--- config.mk ---
export PLATFORM = sky130hd
export DESIGN_NAME = sync_fifo_stream_reader_flat
export DESIGN_NICKNAME = d
export VERILOG_FILES = /design/src/rtl/sync_fifo_stream_reader_if.sv /design/src/rtl/sync_fifo_stream_reader.sv /design/src/flat_wrapper.sv
export SDC_FILE = /design/constraint.sdc
export NUM_CORES = 1
export LEC_CHECK = 0
export CAP_MARGIN = 20
export CORE_ASPECT_RATIO = 1.75
export CORE_MARGIN = 3
export CORE_UTILIZATION = 55
export DETAILED_ROUTE_END_ITERATION = 7
export DONT_BUFFER_PORTS = 1
export PLACE_DENSITY_LB_ADDON = 0.25
export SKIP_LAST_GASP = 1
export SYNTH_ARGS = -nofsm -noshare
export SYNTH_HDL_FRONTEND = slang
export SYNTH_SLANG_ARGS = --single-unit
--- constraint.sdc ---
create_clock -name clk -period 4.5 [get_ports clk]
set_input_delay 0.45 -clock clk [delete_from_list [all_inputs] [get_ports clk]]
set_output_delay 0.45 -clock clk [all_outputs]
set_load 0.05 [all_outputs]
--- src/rtl/sync_fifo_stream_reader_if.sv ---
// Signal bundle between a synchronous FIFO read port, the stream reader and its consumer.
// Stream handshake: a word transfers on a rising edge where out_valid && out_ready; out_valid/out_data hold until then.
interface sync_fifo_stream_reader_if #(
  parameter int DATA_WIDTH = 64,
  parameter int CNT_WIDTH  = 3
);
  logic                  fifo_rd_en;
  logic [DATA_WIDTH-1:0] fifo_dout;
  logic                  fifo_empty;
  logic                  out_valid;
  logic [DATA_WIDTH-1:0] out_data;
  logic                  out_ready;
  logic [CNT_WIDTH-1:0]  buf_count;
  logic [CNT_WIDTH-1:0]  inflight_cnt;

  modport master (
    output fifo_rd_en, out_valid, out_data, buf_count, inflight_cnt,
    input  fifo_dout, fifo_empty, out_ready
  );

  modport slave (
    input  fifo_rd_en, out_valid, out_data, buf_count, inflight_cnt,
    output fifo_dout, fifo_empty, out_ready
  );
endinterface

--- src/rtl/sync_fifo_stream_reader.sv ---
// Prefetching adapter from a fixed-latency FIFO read port to a registered valid/ready stream.
// Reads are issued from registered occupancy only, so out_ready never reaches fifo_rd_en.
module sync_fifo_stream_reader #(
  parameter int DATA_WIDTH   = 64,
  parameter int READ_LATENCY = 1,
  parameter int BUF_DEPTH    = READ_LATENCY + 2,
  parameter int CNT_WIDTH    = $clog2(BUF_DEPTH) + 1
) (
  input  logic                       clk,
  input  logic                       rst,
  sync_fifo_stream_reader_if.master  bus
);
  localparam int PTR_W = (BUF_DEPTH > 1) ? $clog2(BUF_DEPTH) : 1;
  localparam logic [CNT_WIDTH:0] DEPTH_EXT = BUF_DEPTH[CNT_WIDTH:0];

  logic [DATA_WIDTH-1:0]   mem_q [BUF_DEPTH];
  logic [PTR_W-1:0]        wr_ptr_q, wr_ptr_d;
  logic [PTR_W-1:0]        rd_ptr_q, rd_ptr_d;
  logic [CNT_WIDTH-1:0]    occ_q, occ_d;
  logic [CNT_WIDTH-1:0]    infl_q, infl_d;
  logic [READ_LATENCY-1:0] tag_q, tag_d;
  logic [READ_LATENCY:0]   tag_ext;
  logic [CNT_WIDTH:0]      pending;
  logic                    rd_en;
  logic                    cap;
  logic                    pop;

  function automatic logic [PTR_W-1:0] ptr_inc(input logic [PTR_W-1:0] p);
    return (p == PTR_W'(BUF_DEPTH - 1)) ? '0 : p + 1'b1;
  endfunction

  // Reserve a slot for every outstanding read so a capture can never overflow.
  assign pending = {1'b0, occ_q} + {1'b0, infl_q};
  assign rd_en   = rst && !bus.fifo_empty && (pending < DEPTH_EXT);
  assign cap     = tag_q[READ_LATENCY-1];
  assign pop     = bus.out_valid && bus.out_ready;
  assign tag_ext = {tag_q, rd_en};

  always_comb begin
    tag_d    = tag_ext[READ_LATENCY-1:0];
    wr_ptr_d = wr_ptr_q;
    rd_ptr_d = rd_ptr_q;
    occ_d    = occ_q;
    infl_d   = infl_q;
    if (cap) begin
      wr_ptr_d = ptr_inc(wr_ptr_q);
    end
    if (pop) begin
      rd_ptr_d = ptr_inc(rd_ptr_q);
    end
    case ({cap, pop})
      2'b10:   occ_d = occ_q + 1'b1;
      2'b01:   occ_d = occ_q - 1'b1;
      default: occ_d = occ_q;
    endcase
    case ({rd_en, cap})
      2'b10:   infl_d = infl_q + 1'b1;
      2'b01:   infl_d = infl_q - 1'b1;
      default: infl_d = infl_q;
    endcase
  end

  always_ff @(posedge clk) begin
    if (!rst) begin
      tag_q    <= '0;
      wr_ptr_q <= '0;
      rd_ptr_q <= '0;
      occ_q    <= '0;
      infl_q   <= '0;
    end else begin
      tag_q    <= tag_d;
      wr_ptr_q <= wr_ptr_d;
      rd_ptr_q <= rd_ptr_d;
      occ_q    <= occ_d;
      infl_q   <= infl_d;
    end
  end

  // Storage is cleared on reset so out_data reads as zero until the first capture.
  always_ff @(posedge clk) begin
    if (!rst) begin
      for (int i = 0; i < BUF_DEPTH; i++) begin
        mem_q[i] <= '0;
      end
    end else if (cap) begin
      mem_q[wr_ptr_q] <= bus.fifo_dout;
    end
  end

  assign bus.fifo_rd_en   = rd_en;
  assign bus.out_valid    = (occ_q != '0);
  assign bus.out_data     = mem_q[rd_ptr_q];
  assign bus.buf_count    = occ_q;
  assign bus.inflight_cnt = infl_q;
endmodule

--- src/flat_wrapper.sv ---
// flat-port wrapper written by rule: the top's interface ports become plain ports
module sync_fifo_stream_reader_flat 
#(
  parameter int DATA_WIDTH   = 64,
  parameter int READ_LATENCY = 1,
  parameter int BUF_DEPTH    = READ_LATENCY + 2,
  parameter int CNT_WIDTH    = $clog2(BUF_DEPTH) + 1
)
  (clk, rst, bus_fifo_rd_en, bus_out_valid, bus_out_data, bus_buf_count, bus_inflight_cnt, bus_fifo_dout, bus_fifo_empty, bus_out_ready);
  sync_fifo_stream_reader_if #(.DATA_WIDTH(DATA_WIDTH), .CNT_WIDTH(CNT_WIDTH)) bus_i ();
  input  logic clk;
  input  logic rst;
  output wire logic [$bits(bus_i.fifo_rd_en)-1:0] bus_fifo_rd_en;
  output wire logic [$bits(bus_i.out_valid)-1:0] bus_out_valid;
  output wire logic [$bits(bus_i.out_data)-1:0] bus_out_data;
  output wire logic [$bits(bus_i.buf_count)-1:0] bus_buf_count;
  output wire logic [$bits(bus_i.inflight_cnt)-1:0] bus_inflight_cnt;
  input wire logic [$bits(bus_i.fifo_dout)-1:0] bus_fifo_dout;
  input wire logic [$bits(bus_i.fifo_empty)-1:0] bus_fifo_empty;
  input wire logic [$bits(bus_i.out_ready)-1:0] bus_out_ready;
  assign bus_fifo_rd_en = bus_i.fifo_rd_en;
  assign bus_out_valid = bus_i.out_valid;
  assign bus_out_data = bus_i.out_data;
  assign bus_buf_count = bus_i.buf_count;
  assign bus_inflight_cnt = bus_i.inflight_cnt;
  assign bus_i.fifo_dout = bus_fifo_dout;
  assign bus_i.fifo_empty = bus_fifo_empty;
  assign bus_i.out_ready = bus_out_ready;
  sync_fifo_stream_reader #(.DATA_WIDTH(DATA_WIDTH), .READ_LATENCY(READ_LATENCY), .BUF_DEPTH(BUF_DEPTH), .CNT_WIDTH(CNT_WIDTH)) u_core (.clk(clk), .rst(rst), .bus(bus_i));
endmodule
=== After elaboration in Yosys (flattened, before gate mapping) ===
Memory sizes are Yosys's and may differ from the RTL's. A register that Yosys moved wholly into a read port is not among the register bits.
Index checks and enable logic that the tools add are counted.

* Output and inout port bits: 72
* Memories: 1
* Flip-flop bits (word level): 11
* Logic and storage cells: 41
* Bits of input ports: 68
* Bits in writable memories: 192

* Muxes and demuxes: 13
* $add $sub $neg: 7
* Magnitude comparators: 1
* Reduce and logical (&&, ||, !) cells: 8
* Eq/ne operators: 6

{| class="wikitable"
|+ Memories
! memory !! depth !! width !! read ports !! clocked after Yosys merged registers in !! wr ports !! line !! RTL
|-
| u_core.mem_q || 3 || 64 || 1 || 1 || 3 || sync_fifo_stream_reader.sv:16 || <nowiki>logic [DATA_WIDTH-1:0] mem_q [BUF_DEPTH];</nowiki>
|}

{| class="wikitable"
|+ Operator list
! operator !! count
|-
| 64-bit two-way mux || 1
|-
| 64-bit OR reduction || 1
|-
| 3-bit one-hot mux with 2 select lines || 2
|-
| 2-bit two-way mux || 5
|-
| 2-bit == test (second input constant) || 4
|-
| 3-bit by 1-bit adder with 3-bit output (second input constant) || 2
|-
| 3-bit by 1-bit subtractor with 3-bit output (second input constant) || 2
|-
| 1-bit two-way mux || 5
|-
| 2-bit by 1-bit adder with 2-bit output (second input constant) || 2
|-
| 3-bit by 3-bit adder with 4-bit output || 1
|-
| 2-bit by 1-bit == test with 1-bit output (second input constant) || 2
|-
| 4-bit by 2-bit less-than comparator with 1-bit output (second input constant) || 1
|-
| 2-bit nonzero test || 2
|-
| 1-bit logical AND || 3
|-
| 3-bit nonzero test || 1
|-
| 1-bit logical NOT || 1
|}

=== Longest topological paths before layout ===
* Depth in word-level cells: 5
* Depth in mapped cells: 12
* Gate-level depth less buffers: 12

=== Worst setup path after synthesis ===
OpenSTA, ideal clock, no wires.

* Path kind: input to register
* Start point: input rst
* End point: memory u_core.mem_q[3][0] (enable)
* Data required time: 4.014 ns
* Library setup time: 0.486 ns
* Cell stages on the path: 2
* Data arrival time: 3.235 ns
* Setup slack: 0.779 ns
* Path buffers: 0
* Path through: nand2_2 -> nor2_1

{| class="wikitable"
|+ RTL lines
! what !! line !! RTL
|-
| from (decl) || flat_wrapper.sv:12 || <nowiki>input logic rst;</nowiki>
|-
| to (decl) || sync_fifo_stream_reader.sv:16 ||
|}

=== Worst setup path in the final report ===
* Start point: register u_core.occ_q[0] (netlist: u_core.bus.buf_count[0])
* End point: register u_core.infl_q[2] (netlist: u_core.bus.inflight_cnt[2])

* Longest elaborated chain between the ends: 5
* Elaborated cells on any way between the ends: 7
* Classes of those cells: add/sub (1); order compare (1); eq/ne (2); mux (1); reduce/logical (2)

{| class="wikitable"
|+ RTL lines
! what !! line !! RTL
|-
| from (decl) || sync_fifo_stream_reader.sv:19 || <nowiki>logic [CNT_WIDTH-1:0] occ_q, occ_d;</nowiki>
|-
| from (signal assigned) || sync_fifo_stream_reader.sv:68 || <nowiki>occ_q <= '0;</nowiki>
|-
| from (signal assigned) || sync_fifo_stream_reader.sv:74 || <nowiki>occ_q <= occ_d;</nowiki>
|-
| 3-bit by 3-bit adder with 4-bit output * || sync_fifo_stream_reader.sv:33 || <nowiki>assign pending = {1'b0, occ_q} + {1'b0, infl_q};</nowiki>
|-
| 4-bit by 2-bit less-than comparator with 1-bit output * || sync_fifo_stream_reader.sv:34 || <nowiki>assign rd_en = rst && !bus.fifo_empty && (pending < DEPTH_EXT);</nowiki>
|-
| 1-bit logical AND * || sync_fifo_stream_reader.sv:34 ||
|-
| 2-bit by 1-bit == test with 1-bit output or 2-bit == test (tied branches) || sync_fifo_stream_reader.sv:56 || <nowiki>case ({rd_en, cap})</nowiki>
|-
| 3-bit one-hot mux with 2 select lines or 2-bit nonzero test (tied branches) || -- ||
|-
| to (signal assigned) || sync_fifo_stream_reader.sv:75 || <nowiki>infl_q <= infl_d;</nowiki>
|-
| to (decl) || sync_fifo_stream_reader.sv:20 || <nowiki>logic [CNT_WIDTH-1:0] infl_q, infl_d;</nowiki>
|}

Every way passes the cells marked *; elsewhere a longest branch is shown, timed or not.
A chain may end at the register's enable or synchronous reset.

==> key figures <==
Clock tree
  • Clk sinks: around 270
  • CTS tree: built
  • Post-CTS Setup Repair Bufs: 0
  • CTS max path bufs: 3
  • H-tree Lvls: 1
  • Cts hold-fix bufs: 0
  • CTS resizes: 0
  • Clock transition at path regs: around 70 ps
  • Root Buffer: clkbuf_16
  • Clock Latency Late Sink: around 500 ps
  • TritonCTS Buffers: 23

Global routing
  • Gr usage total: 0.195
  • Initial antenna violation count: 0
  • Overflow left after global routing: 0
  • First-pass GRT wire length: around 33,000 um
  • Vias in the first global route: around 5,800
  • Largest net degree at the start of global routing: 66

Logic synthesis
  • Cell variety after synth: 34
  • Mean Syn Cell Area: ~18 um2
  • Yosys reg bits: roughly 270
  • Top cells by area, synth: edfxtp_1 (68%), mux4_2 (13%), and2_1 (11%)
  • Mapped Nets: approximately 700
  • Top-count cell post-synth: edfxtp_1
  • Yosys top cell area share: 0.680
  • Yosys top cell by area: edfxtp_1
  • Register area share after synthesis: 0.703
  • Synthesized area: 11,300 um2
  • Post-Syn Instances: ~630
  • Synth Flop Type: edfxtp_1
  • Top post-synthesis cells by count: edfxtp_1 (256), and2_1 (196), mux4_2 (64), dfxtp_1 (13), clkbuf_2 (10)
  • Ys Warns: 0
  • Post-synth EDFFs: approximately 260
  • FFs w/ async S/R, synth: 0

Die
  • Placeable Area: around 20,000 um2
  • Die width: approximately 110 um
  • Starting Density: 0.565
  • Die height: roughly 200 um
  • Site Rows: 68
  • Num ports: between 100 and 150
  • Die ar.: between 20,000 and 25,000 um2

Setup path
  • Worst path slowest cell: dfxtp_1
  • Worst-path cell chain: ha_1 -> inv_1 -> fa_1 -> nor2b_1 -> a21oi_1 -> or4_1 -> ha_1 -> inv_1 -> fa_1 -> xor2_1 -> or3_1 -> a21boi_0
  • CP endpoint kind: flop
  • Worst r2r src: u_core.bus.buf_count[0]
  • Critical path class: flop to flop
  • Required @ worst endpoint: roughly 5000 ps
  • Critical Path AT: 3850 ps
  • Crit path max fanout: 6
  • Worst path buffer plus inverter count: 2
  • CP startpoint kind: flop
  • CP top delay family: adder cells
  • Critical Path Start: u_core.bus.buf_count[0]
  • CP max stage delay: between 700 and 800 ps

Routing
  • Via Count: 5,238
  • Pre-antenna DRT Iters: 4
  • DR vias/cell: between 5 and 6
  • DRT iter0 DRCs: about 310
  • Drt drc: 0
  • Total Wirelength: between 20,000 and 25,000 um
  • Final ANT Viol Nets: 0
  • Wire per inst: about 24 um

Timing
  • Final min period: ~3400 ps
  • Max Fclk: 291 MHz
  • WHS: between 40 and 50 ps
  • Fin worst setup slack: 1070 ps
  • Final setup fails: 0
  • Final Skew: 7.01 ps
  • Pins over their slew limit: 0
  • RSZ-0062 raised after global routing: no
  • Slew at the pin closest to its max-slew limit: around 1100 ps
  • Final worst-path cycle share: 0.763
  • Setup TNS Final: 0 ps
  • Rel. slew slack: 0.286
  • Final Hold Viols: 0

Place
  • Post-DP Area: between 10,000 and 15,000 um2
  • DP Wirelength: roughly 12,000 um
  • Port bufs: 0
  • Setup slack at placement: 1120 ps
  • Placer Congestion: 0.752
  • Placed cell count: 844

Layout
  • Synth-to-layout area growth: 7.91%
  • # nets final: 700
  • Ant diodes: 0
  • Share of layout cells above drive strength 1: 0.183
  • Post-layout util: 0.610
  • Post-Layout Cell Count: roughly 890
  • Cell area after layout: approximately 12,000 um2

Run
  • MaxCap Viol Count: 0

Pwr
  • Max VDD drop: 0.537 mV
  • Leakage: 4.17 nW
  • PwrDens: 550 nW/um2
  • Total power draw: roughly 6.7 mW

Worst hold path
  • Worst hold-check path type: input port to flop
  • Hold path startpoint: bus_fifo_dout[42]

Status
  • Run status: finished, final reports clean
## registers in the layout, summed over array words and instances (netlist names), named ones only
name / count
u_core.mem_q: 256
u_core.bus.buf_count: 3
u_core.bus.inflight_cnt: 3
u_core.rd_ptr_q: 2
u_core.wr_ptr_q: 2
u_core.cap: 1
## placed cells by master (no fill, tap or decap), types with 3 or more instances in the layout
| cell type | Yosys | routed |
|---|---|---|
| edfxtp_1 | 256 | 256 |
| and2_1 | 196 | 196 |
| mux4_2 | 64 | 64 |
| clkbuf_16 | 0 | 23 |
| dfxtp_1 | 13 | 11 |
| inv_1 | 9 | 9 |
| buf_4 | 9 | 8 |
| clkinv_2 | 0 | 7 |
| clkbuf_1 | 5 | 6 |
| nand2_1 | 5 | 5 |
| o21ai_0 | 5 | 5 |
| ha_1 | 5 | 5 |
| nor2b_1 | 4 | 4 |
| or2b_4 | 0 | 3 |
| or3_1 | 3 | 3 |
| a21boi_0 | 3 | 3 |
| fa_1 | 3 | 3 |
## where the power goes
group	switching [mW]	internal [mW]	total, mW
Sequential	0.257	2.95	3.20
Clock	0.827	1.03	1.86
Combinational	1.15	0.488	1.64
Total	2.23	4.47	6.70
## worst paths after layout
path / end / slack (ps) / cells past startpoint
min: u_core.mem_q[3][42] / 40 / 0
max reg2reg: u_core.bus.inflight_cnt[2] / 1070 / 12
max: u_core.bus.inflight_cnt[2] / 1070 / 12
min reg2reg: flop / 480 / 1
## cell type report
cell class / count / area (um2)
well taps: 245 / 307
flip-flops and latches: 269 / 7960
fillers: 1422 / 7800
clock buffers: 31 / 626
inverters: 9 / 33.8
repair buffers: 8 / 60.1
clock inverters: 10 / 77.6
multi-input cells: 313 / 3130
## routing by layer
| metal | global-route usage | vias to the layer above | routed length, um |
|---|---|---|---|
| li1 | - | 2348 | - |
| met1 | 0.217 | 2703 | 7430 |
| met2 | 0.363 | 149 | 11900 |
| met3 | 0.0478 | 38 | 1450 |
| met4 | 0.0594 | 0 | 597 |
| met5 | 0 | - | 0 |
## cells by family (layout without fill, tap and decap cells)
family                     Yosys count  count (layout)  synth area share
and+or+nand+nor                    224             224             0.125
muxes                               64              64             0.128
buffers and inverters               45              58            0.0231
DFF                                269             269             0.703
AOI/OAI and AO/OA                   13              13           0.00709
adders and majority gates            8               8            0.0109
xor gates and xnor gates             4               4           0.00310
## worst register-to-register path, cell delays in order, from the launching register on
cell and delay (ps):
dfxtp_1 770, ha_1 310, inv_1 60, fa_1 370, nor2b_1 140, a21oi_1 280, or4_1 170, ha_1 180
inv_1 60, fa_1 370, xor2_1 150, or3_1 300, a21boi_0 190
Power figures use the tool's default switching activity.
